===== src/rtl/sipo_shift_reg.sv =====
// -----------------------------------------------------------------------------
// sipo_shift_reg
//
// Serial-in, parallel-out shift register with word framing. While `load` is
// high, each rising clock edge shifts `serial_in` into bit 0 and moves the
// older bits toward the MSB. A bit counter tracks how many bits have arrived
// in the current word. When the WIDTH-th bit enters, the counter wraps to 0
// and `word_valid` pulses for one cycle, so downstream logic can sample the
// assembled word from `parallel_out`.
//
// Shifting does not stop at word boundaries. The register behaves as a sliding
// window, and `word_valid` marks every WIDTH-th accepted bit.
//
// Every output comes straight from a flop. There is no combinational path
// from any input to any output.
//
// Optional build feature (macro SIPO_PARITY_EN):
//   parity_out  - XOR of all bits of parallel_out, updated on the same edge
//                 as parallel_out.
//   word_parity - parity of the most recently completed word. It is captured
//                 on the edge that raises word_valid and held otherwise.
//   If the macro is not defined, neither port exists and no parity logic is
//   built.
//
// Parameters:
//   WIDTH  - register width in bits (2 or more)
//   CNT_W  - width of bit_count; derived from WIDTH, do not override
//
// Ports:
//   clk           in   system clock, rising edge active
//   reset         in   asynchronous reset, active low
//   serial_in     in   serial data bit, sampled when load = 1
//   load          in   shift enable (1 = shift, 0 = hold)
//   parallel_out  out  register contents; newest bit at [0]
//   bit_count     out  bits received in the current word (0..WIDTH-1)
//   word_valid    out  one-cycle pulse after the WIDTH-th bit of a word
//   parity_out    out  (SIPO_PARITY_EN) XOR of parallel_out
//   word_parity   out  (SIPO_PARITY_EN) parity of the last completed word
// -----------------------------------------------------------------------------
module sipo_shift_reg #(
  parameter int WIDTH = 8,
  parameter int CNT_W = $clog2(WIDTH + 1)
) (
  input  logic             clk,
  input  logic             reset,
  input  logic             serial_in,
  input  logic             load,
  output logic [WIDTH-1:0] parallel_out,
  output logic [CNT_W-1:0] bit_count,
  output logic             word_valid
`ifdef SIPO_PARITY_EN
  ,
  output logic             parity_out,
  output logic             word_parity
`endif
);

  localparam logic [CNT_W-1:0] LAST_CNT = CNT_W'(WIDTH - 1);

  // Register contents after one shift: drop the MSB, append the new bit.
  function automatic logic [WIDTH-1:0] shift_in(input logic [WIDTH-1:0] cur,
                                                input logic             bit_in);
    return {cur[WIDTH-2:0], bit_in};
  endfunction

  // Bit counter advance: wraps to zero when the current word completes.
  function automatic logic [CNT_W-1:0] next_count(input logic [CNT_W-1:0] cur);
    if (cur == LAST_CNT) begin
      return '0;
    end
    return cur + CNT_W'(1);
  endfunction

`ifdef SIPO_PARITY_EN
  function automatic logic reduce_parity(input logic [WIDTH-1:0] word);
    return ^word;
  endfunction
`endif

  logic [WIDTH-1:0] shift_p0;
  logic [CNT_W-1:0] cnt_p0;
  logic             vld_p0;
  logic [WIDTH-1:0] shift_nxt;
  logic             word_done;

  // The next register value and the word-complete condition are computed
  // here. They feed the flops below and never reach an output directly.
  assign shift_nxt = shift_in(shift_p0, serial_in);
  assign word_done = load && (cnt_p0 == LAST_CNT);

  // ---- stage p0: shift register, bit counter, word strobe ----
  always_ff @(posedge clk or negedge reset) begin
    if (!reset) begin
      shift_p0 <= '0;
      cnt_p0   <= '0;
      vld_p0   <= 1'b0;
    end else begin
      // word_valid is a single-cycle strobe, so it clears whenever load is
      // low as well as on every non-completing shift.
      vld_p0 <= word_done;
      if (load) begin
        shift_p0 <= shift_nxt;
        cnt_p0   <= next_count(cnt_p0);
      end
    end
  end

`ifdef SIPO_PARITY_EN
  logic par_p0;
  logic word_par_p0;

  // ---- stage p0: parity, tracking the shift register edge for edge ----
  always_ff @(posedge clk or negedge reset) begin
    if (!reset) begin
      par_p0      <= 1'b0;
      word_par_p0 <= 1'b0;
    end else if (load) begin
      par_p0 <= reduce_parity(shift_nxt);
      // The completed word is the value entering the register on this edge.
      if (word_done) begin
        word_par_p0 <= reduce_parity(shift_nxt);
      end
    end
  end

  assign parity_out  = par_p0;
  assign word_parity = word_par_p0;
`endif

  assign parallel_out = shift_p0;
  assign bit_count    = cnt_p0;
  assign word_valid   = vld_p0;

endmodule


===== config.mk =====
export PLATFORM = sky130hd
export DESIGN_NAME = sipo_shift_reg
export DESIGN_NICKNAME = d
export VERILOG_FILES = /design/src/rtl/sipo_shift_reg.sv
export SDC_FILE = /design/constraint.sdc
export NUM_CORES = 1
export LEC_CHECK = 0
export BUFFER_PORTS_ARGS = -buffer_cell sky130_fd_sc_hd__buf_4
export CORE_AREA = 2 2 39 41
export DETAILED_ROUTE_END_ITERATION = 16
export DIE_AREA = 0 0 41 43
export PLACE_DENSITY = 0.63
export SLEW_MARGIN = 30
export SYNTH_ARGS = -nofsm -noshare
export SYNTH_HDL_FRONTEND = slang
export SYNTH_SLANG_ARGS = --single-unit

===== constraint.sdc =====
create_clock -name clk -period 1.55 [get_ports clk]
set_clock_uncertainty 0.05 [all_clocks]
set_input_delay 0.31 -clock clk [delete_from_list [all_inputs] [get_ports clk]]
set_output_delay 0.31 -clock clk [all_outputs]
set_load 0.01 [all_outputs]

### Word level (Yosys, flattened, before mapping)

Index checks and enable logic that the tools add are counted.

* bits in registers: 13
* input port bits: 4
* output and inout port bits: 13
* logic and storage cells: 10

* $add $sub $neg: 1
* eq/ne operators: 1
* multiplexer cells: 4
* reductions and logical operators: 1

Operators with widths (count)
* $mux 4: 2
* $add 4x1->4 const B: 1
* $eq 4x3->1 const B: 1
* $mux 1: 2
* $logic_and 1x1->1: 1

### Longest topological paths before layout

* word-level depth: 4
* depth in mapped cells: 3
* mapped depth without buffers: 3

### Least setup slack after synthesis

No wires, ideal clock.

* path type: reg2reg
* start point: register cnt_p0[0], in the netlist bit_count[0]
* end point: register vld_p0, in the netlist word_valid
* library setup time: 0.119 ns
* data arrival time: 0.970 ns
* required time: 1.381 ns
* path slack: 0.411 ns
* cell stages (with the launch flop): 4
* path buffers: 0
* clock period less this slack: 1.139 ns
* cell sequence: dfrtp_1 -> ha_1 -> and3b_1 -> and2_1

* cells in the longest elaborated chain, start to end: 2

RTL lines
* start: declaration: RTL line 81 `logic [CNT_W-1:0] cnt_p0;`
* start signal: assignment: RTL line 103 `cnt_p0 <= next_count(cnt_p0);`
* $eq 4x3->1: RTL line 89 `assign word_done = load && (cnt_p0 == LAST_CNT);`
* $logic_and 1x1->1: RTL line 89
* net word_done: RTL line 84 `logic word_done;`
* end signal: assignment: RTL line 100 `vld_p0 <= word_done;`
* end: declaration: RTL line 82 `logic vld_p0;`

The timed path passes the listed nets, and every way through them passes these cells.
A chain may end at the register's enable or synchronous reset.

### Final worst setup path

* start point: register cnt_p0[2], in the netlist bit_count[2]
* end point: output port bit_count[2]

RTL lines
* end: declaration: RTL line 49 `output logic [CNT_W-1:0] bit_count,`

No word-level cell between the ends.

==> impl_metrics.env <==
export IMPL_status="completed"
export IMPL_drc=0
export IMPL_rrSetupSlack_ns=0.40
export IMPL_worst_path_dominant_cell_family="flip-flops"
export IMPL_layout_commonest_cell="buf_4"
export IMPL_seq_area_frac_synth_pct=63.4
export IMPL_vias=320
export IMPL_ys_ff_latch=13
export IMPL_cts_tree="done"
export IMPL_synth_cells=34
export IMPL_core_sq_um=1380
export IMPL_syn_area_per_cell_sq_um=15.1
export IMPL_synth_compound_area_share_pct=0.976
export IMPL_maxCapViolCount=0
export IMPL_cp_slowest_cell="dfrtp_1"
export IMPL_finalSetupViolations=0
export IMPL_diodes=0
export IMPL_hold_path_class="input pin to flop"
export IMPL_num_rows=14
export IMPL_crit_path_end_kind="output pin"
export IMPL_cp_start_kind="flop"
export IMPL_io_pins=17
export IMPL_crit_required_ns=1.19
export IMPL_drt_pass1_iter_count=4
export IMPL_crit_chain="buf_4"
export IMPL_io_buffers=16
export IMPL_finalHoldViolCount=0
export IMPL_syn_nets=39
export IMPL_finalPower_uw=1140
export IMPL_grt_pass1_wl_microns=1480
export IMPL_wl_per_cell_microns=12.3
export IMPL_grt_pass1_vias=340
export IMPL_rsz0062_at_grt="no"
export IMPL_h_tree_depth=1
export IMPL_die_x_microns=41
export IMPL_worst_pin_slew_ns=0.165
export IMPL_fin_nets=60
export IMPL_yosysUniqueCellTypes=13
export IMPL_clk_latency_ns=0.27
export IMPL_final_cell_mix="16 x buf_4, 13 x dfrtp_1, 9 x mux2_2"
export IMPL_syn2layout_area_growth_pct=32.9
export IMPL_slew_viol_final=0
export IMPL_fmax_mhz=822
export IMPL_start_util_pct=37.1
export IMPL_fill_cells=120
export IMPL_grt_use_total_pct=12.6
export IMPL_cts_root_buf="clkbuf_4"
export IMPL_grt_antenna_before_repair=0
export IMPL_grt_max_degree=15
export IMPL_drive_above_1_share_pct=51.9
export IMPL_cts_max_path_buffers=2
export IMPL_netlist_top_cells_area="dfrtp_1 63%, mux2_2 20%, ha_1 2.4%"
export IMPL_fin_crit_sh_pct=78.5
export IMPL_fin_crit_ns=1.22
export IMPL_clk_pin_slew_ns=0.08
export IMPL_synth_area_leader_cell="dfrtp_1"
export IMPL_synthSimpleGateAreaFrac_pct=8.05
export IMPL_cts_setup_buffers=0
export IMPL_powerDensity_nw_per_um2=1670
export IMPL_cts_resized=0
export IMPL_numCtsBuffers=3
export IMPL_ys_warn_count=0
export IMPL_worstSetupPathType="flop to output pin"
export IMPL_synth_xor_area_share_pct=1.71
export IMPL_ir_drop_v=0.000640
export IMPL_grt_overflow=0
export IMPL_drt_total_wl_microns=858
export IMPL_synthAdderAreaFrac_pct=2.44
export IMPL_place_congestion=0.654
export IMPL_die_area_sq_um=1760
export IMPL_synth_mux_area_share_pct=22.0
export IMPL_arrival_ns=0.86
export IMPL_die_h_microns=43
export IMPL_cts_sinks=13
export IMPL_ant_nets=0
export IMPL_worstPathBufferInverterCount=1
export IMPL_synth_top_family_by_area="multiplexers"
export IMPL_max_slew_margin_pct=89.0
export IMPL_syn_area_sq_um=513
export IMPL_p_leak_uw=0.000324
export IMPL_yosysTopAreaCellShare_pct=63.4
export IMPL_via_per_inst=4.57
export IMPL_drtIter0Drc=1
export IMPL_slowest_delay_ns=0.43
export IMPL_fin_tns_setup_ns=0
export IMPL_crit_path_max_fanout=4
layer usage:
metal  up-vias  routed length [microns]  track usage, %
met5         -                        0               0
met4         0                        0            8.00
met3         0                       38            3.14
met2         9                      412            16.6
met1       155                      407            17.9
li1        156                        -               -
synth_stat cells:
| library cell | n |
|---|---|
| nand2b_1 | 2 |
| nand2_1 | 1 |
| o21ai_0 | 1 |
| mux2_2 | 9 |
| xnor2_1 | 1 |
| nand4_1 | 1 |
| dfrtp_1 | 13 |
| ha_1 | 1 |
| and3b_1 | 1 |
| and2_1 | 1 |
| buf_4 | 1 |
| nor2_1 | 1 |
| mux2_1 | 1 |
area by class of cell:
| cell class | instances | area (sq um) | share of cell area (%) |
|---|---|---|---|
| clock buffer | 4 | 26.3 | 3.85 |
| sequential | 13 | 325 | 47.7 |
| multi-input combinational | 20 | 180 | 26.4 |
| tap | 16 | 20.0 | 2.94 |
| timing repair buffer | 17 | 130 | 19.1 |
registers in the layout, summed over array words and instances, names as in the netlist:
| name | count |
|---|---|
| bit_count | 4 |
| parallel_out | 8 |
| word_valid | 1 |
timing repair:
action | in CTS | in global routing
hold buffers | 1 | 0
setup endpoints to repair | 0 | 0
hold endpoints to repair | 13 | 0
final timing paths:
path                            depth (start not counted)       startpoint         endpoint
worst max-delay path                                    1     bit_count[2]     bit_count[2]
worst min-delay path                                    2        serial_in  parallel_out[0]
worst max register to register                          3     bit_count[0]       word_valid
worst min register to register                          1  parallel_out[7]  parallel_out[7]
max in group asynchronous                               2            reset  parallel_out[0]
min in group asynchronous                               2            reset  parallel_out[6]
logic make-up after synthesis:
group | Yosys count
mux | 10
fa+ha+maj | 1
flops | 13
xor+xnor | 1
simple gates | 7
compound gates | 1
buf+inv | 1
stage by stage:
stage	setup WS (ns)	utilization (%)	instances	instance area [sq um]	hold slack, ns
after floorplan	0.411	-	34	513	-0.0356
after global placement	0.392	46.7	65	646	0.112
after detailed placement	0.399	46.7	65	646	0.113
after CTS	0.308	49.3	70	682	0.205
after global routing	0.278	49.3	70	682	0.209
final	0.334	49.3	70	682	0.218
power by group:
group / switching, uW / total (uW) / internal (uW)
logic: 153 / 392 / 239
clock network: 107 / 207 / 99.6
registers: 91.8 / 540 / 448
Power figures use the tool's default switching activity.
